===== src/rtl/iterative_division.sv =====
// ============================================================================
//  Module      : iterative_division
//  Description : Multi-cycle unsigned restoring divider. It divides a 2L-bit
//                dividend {dividend_hi, dividend_lo} by an L-bit divisor and
//                produces one quotient bit per clock.
//                Optional macro: DIVISION_FAST_ZERO_EN (skips the iteration
//                loop when the quotient is known to be zero).
//  Revision    : 1.0 - initial release
// ============================================================================
`timescale 1ns/1ps
`default_nettype none

module iterative_division #(
    parameter int L = 16
) (
    input  logic         clk,
    input  logic         rst,
    input  logic         start,
    input  logic [L-1:0] dividend_hi,
    input  logic [L-1:0] dividend_lo,
    input  logic [L-1:0] divisor,
    output logic [L-1:0] quotient,
    output logic [L-1:0] remainder,
    output logic         busy,
    output logic         valid,
    output logic         div_by_zero,
    output logic         overflow
);

    localparam int             CW     = (L > 1) ? $clog2(L) : 1;
    localparam logic [CW-1:0]  C_LAST = CW'(L - 1);

    typedef enum logic [1:0] {
        S_IDLE = 2'd0,
        S_RUN  = 2'd1,
        S_DONE = 2'd2
    } state_t;

    state_t        r_state;
    state_t        w_state_next;

    // Partial remainder is held at L bits: after each restore step it is
    // below the divisor, so the extra top bit is always zero between cycles.
    logic [L-1:0]  r_p;
    logic [L-1:0]  r_q;
    logic [L-1:0]  r_divisor;
    logic [CW-1:0] r_count;
    logic [L-1:0]  r_quotient;
    logic [L-1:0]  r_remainder;
    logic          r_div_by_zero;
    logic          r_overflow;

    logic          w_accept;
    logic          w_err_zero;
    logic          w_err_ovf;
    logic          w_fast;
    logic          w_last;
    logic [L:0]    w_p_shift;
    logic [L:0]    w_t;
    logic [L-1:0]  w_p_next;
    logic [L-1:0]  w_q_next;

    assign w_accept   = (r_state == S_IDLE) && start;
    assign w_err_zero = (divisor == '0);
    assign w_err_ovf  = (dividend_hi >= divisor);
    assign w_last     = (r_count == C_LAST);

`ifdef DIVISION_FAST_ZERO_EN
    // Only reached after the zero-divisor branch, so divisor != 0 here.
    assign w_fast = (dividend_hi == '0) && (dividend_lo < divisor);
`else
    assign w_fast = 1'b0;
`endif

    // One restoring step: shift {P,Q} left, trial-subtract the divisor.
    always_comb begin
        w_p_shift = {r_p, r_q[L-1]};
        w_t       = w_p_shift - {1'b0, r_divisor};
        w_p_next  = w_p_shift[L-1:0];
        w_q_next  = {r_q[L-2:0], 1'b0};
        if (!w_t[L]) begin
            w_p_next = w_t[L-1:0];
            w_q_next = {r_q[L-2:0], 1'b1};
        end
    end

    always_ff @(posedge clk) begin
        if (rst) begin
            r_state <= S_IDLE;
        end else begin
            r_state <= w_state_next;
        end
    end

    always_comb begin
        w_state_next = r_state;
        case (r_state)
            S_IDLE: begin
                if (w_accept) begin
                    if (w_err_zero || w_err_ovf || w_fast) begin
                        w_state_next = S_DONE;
                    end else begin
                        w_state_next = S_RUN;
                    end
                end
            end
            S_RUN: begin
                if (w_last) begin
                    w_state_next = S_DONE;
                end
            end
            S_DONE:  w_state_next = S_IDLE;
            default: w_state_next = S_IDLE;
        endcase
    end

    always_ff @(posedge clk) begin
        if (rst) begin
            r_p           <= '0;
            r_q           <= '0;
            r_divisor     <= '0;
            r_count       <= '0;
            r_quotient    <= '0;
            r_remainder   <= '0;
            r_div_by_zero <= 1'b0;
            r_overflow    <= 1'b0;
        end else begin
            case (r_state)
                S_IDLE: begin
                    if (w_accept) begin
                        r_divisor     <= divisor;
                        r_count       <= '0;
                        r_div_by_zero <= 1'b0;
                        r_overflow    <= 1'b0;
                        if (w_err_zero) begin
                            r_quotient    <= '1;
                            r_remainder   <= dividend_lo;
                            r_div_by_zero <= 1'b1;
                        end else if (w_err_ovf) begin
                            r_quotient  <= '1;
                            r_remainder <= '0;
                            r_overflow  <= 1'b1;
                        end else if (w_fast) begin
                            r_quotient  <= '0;
                            r_remainder <= dividend_lo;
                        end else begin
                            r_p <= dividend_hi;
                            r_q <= dividend_lo;
                        end
                    end
                end
                S_RUN: begin
                    r_p     <= w_p_next;
                    r_q     <= w_q_next;
                    r_count <= r_count + 1'b1;
                    if (w_last) begin
                        r_quotient  <= w_q_next;
                        r_remainder <= w_p_next;
                    end
                end
                default: ;
            endcase
        end
    end

    assign quotient    = r_quotient;
    assign remainder   = r_remainder;
    assign div_by_zero = r_div_by_zero;
    assign overflow    = r_overflow;
    assign busy        = (r_state != S_IDLE);
    assign valid       = (r_state == S_DONE);

endmodule

`default_nettype wire

===== config.mk =====
export PLATFORM = sky130hd
export DESIGN_NAME = iterative_division
export DESIGN_NICKNAME = d
export VERILOG_FILES = /design/src/rtl/iterative_division.sv
export SDC_FILE = /design/constraint.sdc
export NUM_CORES = 1
export LEC_CHECK = 0
export BUFFER_PORTS_ARGS = -buffer_cell sky130_fd_sc_hd__clkbuf_2
export CAP_MARGIN = 20
export CORE_MARGIN = 2
export CORE_UTILIZATION = 40
export CTS_BUF_LIST = sky130_fd_sc_hd__clkbuf_8
export DETAILED_ROUTE_END_ITERATION = 6
export GPL_ROUTABILITY_DRIVEN = 0
export PLACE_DENSITY_LB_ADDON = 0.08
export SKIP_LAST_GASP = 1
export SLEW_MARGIN = 20
export SYNTH_ARGS = -nofsm -noshare
export SYNTH_HDL_FRONTEND = slang
export SYNTH_SLANG_ARGS = --single-unit

===== constraint.sdc =====
create_clock -name clk -period 2.95 [get_ports clk]
set_clock_uncertainty 0.1 [all_clocks]
set_input_delay 0.59 -clock clk [delete_from_list [all_inputs] [get_ports clk]]
set_output_delay 0.59 -clock clk [all_outputs]
set_load 0.02 [all_outputs]

=== After elaboration in Yosys (flattened, before gate mapping) ===
Index checks and enable logic that the tools add are counted.

* Input bits: 51
* Register bits after elaboration: 88
* Word-level logic and storage cells: 60
* Output and inout bits: 36

* $add $sub $neg: 2
* Eq/ne operators: 8
* Reductions and logical operators: 11
* Magnitude comparators: 1
* Muxes and demuxes: 29

{| class="wikitable"
|+ Operators with widths
! operator !! number
|-
| 16-bit two-way mux || 15
|-
| 16-bit case mux with 2 select lines || 4
|-
| 17-bit by 16-bit subtractor with 17-bit output || 1
|-
| 16-bit greater-or-equal comparator || 1
|-
| 16-bit logical NOT || 1
|-
| 2-bit != test (second input constant) || 4
|-
| 4-bit case mux with 2 select lines || 1
|-
| 4-bit AND reduction || 2
|-
| 2-bit two-way mux || 3
|-
| 2-bit AND reduction || 3
|-
| 4-bit by 1-bit adder with 4-bit output (second input constant) || 1
|-
| 4-bit equality test (second input constant) || 1
|-
| 1-bit two-way mux || 4
|-
| 4-bit two-way mux || 1
|-
| 2-bit case mux with 2 select lines || 1
|-
| 2-bit nonzero test || 2
|-
| 3-bit != test (second input constant) || 1
|-
| 2-bit by 1-bit equality test with 1-bit output (second input constant) || 1
|-
| 2-bit equality test (second input constant) || 1
|-
| 2-bit logical NOT || 1
|-
| 1-bit logical AND || 1
|-
| 1-bit logical OR || 1
|}

=== Longest topological paths before layout ===
* Depth in word-level cells: 5
* Depth in mapped cells: 13
* Mapped depth without buffers: 12

=== Least setup slack after synthesis ===
OpenSTA, ideal clock, no wires.

* Kind: flip-flop to flip-flop
* Start point: register r_q[15]
* End point: register r_remainder[15], in the netlist remainder[15]
* Setup slack: 35 ps
* Buffers on the path: 1
* Data arrival time: 2,690 ps
* Required time: 2,725 ps
* Cell stages (with the launch flop): 14
* Clock period less this slack: 2,915 ps
* Setup time: 125 ps
* Cell sequence: dfxtp_1 inv_1 ha_1 inv_1 fa_1 a211oi_2 o21ai_1 and3_4 or2_4 a211oi_2 buf_6 mux2_2 nor3_1 a211oi_1

* Longest elaborated chain between the ends: 4

{| class="wikitable"
|+ RTL lines
! what !! line !! source
|-
| start, declared || 45 || <nowiki>logic [L-1:0] r_q;</nowiki>
|-
| start signal, assigned || 148 || <nowiki>r_q <= dividend_lo;</nowiki>
|-
| start signal, assigned || 154 || <nowiki>r_q <= w_q_next;</nowiki>
|-
| 17-bit by 16-bit subtractor with 17-bit output || 78 || <nowiki>w_t = w_p_shift - {1'b0, r_divisor};</nowiki>
|-
| 16-bit two-way mux || 81 || <nowiki>if (!w_t[L]) begin</nowiki>
|-
| 16-bit two-way mux || 156 || <nowiki>if (w_last) begin</nowiki>
|-
| 16-bit case mux with 2 select lines || 128 || <nowiki>case (r_state)</nowiki>
|-
| end signal, assigned || 137 || <nowiki>r_remainder <= dividend_lo;</nowiki>
|-
| end signal, assigned || 145 || <nowiki>r_remainder <= dividend_lo;</nowiki>
|-
| end signal, assigned || 158 || <nowiki>r_remainder <= w_p_next;</nowiki>
|-
| end, declared || 49 || <nowiki>logic [L-1:0] r_remainder;</nowiki>
|}

Every way passes these cells. The select of a mux whose other input is x is not followed.
A chain may end at the register's enable or synchronous reset.

=== Worst setup path in the final report ===
* Start point: register r_q[15]
* End point: register r_p[12]

* Longest elaborated chain between the ends: 3

{| class="wikitable"
|+ RTL lines
! what !! line !! source
|-
| 17-bit by 16-bit subtractor with 17-bit output || 78 ||
|-
| 16-bit two-way mux || 81 ||
|-
| 16-bit case mux with 2 select lines || 128 ||
|-
| end signal, assigned || 147 || <nowiki>r_p <= dividend_hi;</nowiki>
|-
| end signal, assigned || 153 || <nowiki>r_p <= w_p_next;</nowiki>
|-
| end, declared || 44 || <nowiki>logic [L-1:0] r_p;</nowiki>
|}

Every way passes these cells.

==> impl_results.md <==
* Die ar. at 0.0136 sq mm
* Pleak at 2.89 nW
* Share of cells above drive strength 1 at 0.294
* Final hold violation count at 0
* Crit path cell chain: inv_2 -> ha_4 -> inv_2 -> fa_2 -> a211oi_4 -> o21ai_2 -> and3_4 -> or2_4 -> buf_6 -> a32o_1 -> a2111oi_2 -> buf_4 -> buf_6 -> a21oi_2 -> nor2_1
* Grt ovf at 0
* Largest family of logic cells by synthesized area: compound AO/OA/AOI/OAI gates
* Crit path kind: flip-flop to flip-flop
* Pwr dens at 732 mW/mm^2
* RSZ-0062 raised after global routing: true
* P_sw at 1.76 mW
* Synthesized flop and latch total at 88
* EDFF count, synth at 0
* Peak Freq at 344 MHz
* Htree depth at 3
* Area growth syn-to-layout at 26.3%
* Root Driver: clkbuf_8
* Final slew viol count at 0
* Clock tree buffer depth at 2
* Nets at 811
* Worst VDD drop at 0.356 mV
* Initial antenna violation count at 0
* Worst setup SP type: flip-flop
* Status: finished, final reports clean
* Vias in the first global route at 4455
* Multi-input logic area at 0.00320 sq mm
* Sequential cell area fraction in the yosys report at 0.347
* Slowest cell delay on critical path at 0.36 ns
* Share of the synthesized area in the top cell type at 0.347
* Final Core Density at 0.512
* Leading register cell type out of synthesis: dfxtp_1
* Crit-path slowest cell: fa_2
* Switching Share at 0.376
* Sequential power share at 0.302
* Worst slew pin tran at 0.855 ns
* Drt first-iter violations at 251
* Gate power share at 0.511
* CP Max Fanout at 2
* CTS tree: yes
* Post-synthesis mux area share at 0.0987
* Clock transition at path regs at 0.09 ns
* First-pass detailed-route iteration total at 5
* Post-Syn Nets at 701
* Yosys warnings at 0
* Tmin final at 2.91 ns
* Routed WL at 14900 microns
* Worst setup EP type: flip-flop
* Initial Util at 0.405
* Synth area leader: dfxtp_1
* Setup violators final at 0
* XOR/XNOR share of the synthesized area at 0.0155
* Via total after detailed routing at 4808
* Clk pwr share at 0.187
* DRC viols at 0
* First-pass GRT wire length at 23400 microns
* Worst EP required at 3.17 ns
* Buffers added on ports at 86
* Sequential Area at 0.00176 sq mm
* Filler Cells Inserted at 1275
* Vias per cell at 5.34
* Hold Path Class: flip-flop to flip-flop
* Post-synthesis cell count at 616
* HPWL after detailed placement at 11200 microns
* Per-cell routed wire length at 16.5 microns
* CTS Buf Count at 9
* Post-synthesis adder-cell area fraction at 0.0853
* GRT Util Overall at 0.225
* Internal power at 2.93 mW
* Pre-CTS setup slack at -0.216 ns
* Period utilization at 0.985
* Synth cell types at 62
* Compound-gate portion of the synthesized area at 0.220
* Largest net degree at the start of global routing at 76
* Area contributors post-synth: dfxtp_1, ha_1, nand2_1
* CTS Hold Bufs at 0
* Post-synthesis simple-gate area fraction at 0.175
* Setup TNS at 0 ns
* Asr flop ratio synth at 0
* Die Ht at 117 microns
* Max-Slew Margin vs Limit at 0.430
* Clk sinks at 88
* Antenna cells at 0
* MaxCap Viol Count at 0
* Worst-Skew Late Latency at 0.38 ns
* CP bufs+invs at 5
* Core area at 0.0125 sq mm
* Antenna Nets Post-Route at 0
* Die span in x at 117 microns
* Post-route worst setup slack at 0.0446 ns
* Synth Cell Area at 0.00507 sq mm
* Critical Path AT at 3.13 ns
* IO Pins at 87
* Core Rows at 41
* Syn Area/Cell at 8.23 sq um
* Crit-path leading delay family: compound AO/OA/AOI/OAI gates
## worst paths after layout
kind / start / end / slack (ns) / cells after the start
setup / recovery: r_q[15] / r_p[12] / 0.04 / 15
hold / removal: overflow / overflow / 0.35 / 2
setup reg to reg: r_q[15] / r_p[12] / 0.04 / 15
hold reg to reg: overflow / overflow / 0.35 / 2
## metrics by stage
step | area (sq um) | cells | hold WS (ns) | power, mW
after floorplan | 5070 | 616 | 0.336 | 2.77
after global placement | 5910 | 879 | 0.347 | 3.27
after detailed placement | 5910 | 879 | 0.347 | 3.31
after CTS | 6280 | 900 | 0.358 | 4.54
after global routing | 6410 | 901 | 0.377 | 4.97
final | 6410 | 901 | 0.355 | 4.69
## cell families after synthesis
| group | count (synthesis) |
|---|---|
| multiplexers | 46 |
| AO/OA/AOI/OAI | 168 |
| AND/OR/NAND/NOR | 198 |
| buffers and inverters | 73 |
| flip-flops | 88 |
| XOR/XNOR | 9 |
| adder cells (fa/ha/maj) | 34 |
## power groups by stage
stage          Clock (mW)  Sequential (mW)  Combinational, mW
3_5_place_dp            0             1.44               1.87
5_1_grt             0.937             1.43               2.60
6_report            0.875             1.42               2.40
2_1_floorplan           0             1.47               1.30
4_1_cts             0.887             1.42               2.23
3_3_place_gp            0             1.44               1.83
## layer usage
layer | up-vias | part of all wire | track usage
li1 | 2406 | - | -
met5 | - | 0 | 0
met3 | 16 | 0.036 | 0.0296
met2 | 98 | 0.47 | 0.366
met1 | 2288 | 0.48 | 0.312
met4 | 0 | 0.017 | 0.0675
## flip-flops by register name (all words and copies together) (netlist names)
register / count
div_by_zero: 1
overflow: 1
quotient: 16
r_count: 4
r_divisor: 16
r_p: 16
r_q: 16
r_state: 2
remainder: 16
## synth_stat cells, types with 2 or more instances
cell      number
a211oi_1      40
a211oi_2       2
a21o_1         7
a21oi_1       53
a22oi_1        4
a311oi_2       3
a31oi_1       12
and2_0         2
and2_1         3
and3_1         3
buf_1          9
buf_2          4
buf_6          2
clkbuf_1      18
dfxtp_1       88
ha_1          33
inv_1         39
mux2_2        23
mux2_4         2
mux2i_1       20
nand2_1       83
nand2_2        2
nand2b_1       2
nand3_1        5
nand3b_1       3
nand4_1        3
nor2_1        58
nor2b_1        7
nor3_1         9
nor4_1         5
o211ai_1       3
o21a_1         3
o21ai_0       22
o21ai_1        3
o21bai_1       2
o31ai_1        2
or3_1          5
xnor2_1        8
## tightest hold or removal path: stages, from the launching register on
cell	delay (ns)
dfxtp_1	0.32
nand2_1	0.05
a21oi_1	0.05
## cells in the final DEF, fill, tap and decap left out, drive strengths merged, types with 5 or more instances in the layout
cell	Yosys	final
a21oi	53	53
mux2i	20	20
nor3	9	9
inv	39	40
mux2	26	26
nor2	58	58
nor4	5	5
o21ai	25	25
buf	16	47
or3	5	5
a31oi	12	12
nand2	85	85
nor2b	7	7
clkbuf	18	96
ha	33	33
dfxtp	88	88
a21o	7	7
xnor2	8	8
a211oi	42	42
and2	5	5
nand3	5	5
## layout make-up
class / instances / share of cell area
multi-input cells: 455 / 0.499
flip-flops and latches: 88 / 0.275
clock inverters: 4 / 0.00859
well taps: 172 / 0.0336
clock buffers: 10 / 0.0215
inverters: 39 / 0.0228
repair buffers: 133 / 0.139
## repair_timing
item	4_1_cts	5_1_grt
resized for setup	27	29
buffers inserted	5	1
pin swaps	9	13
gates cloned	2	0
endpoints found under the setup margin	26	33
Note: power is estimated with default switching activity, not from simulation.
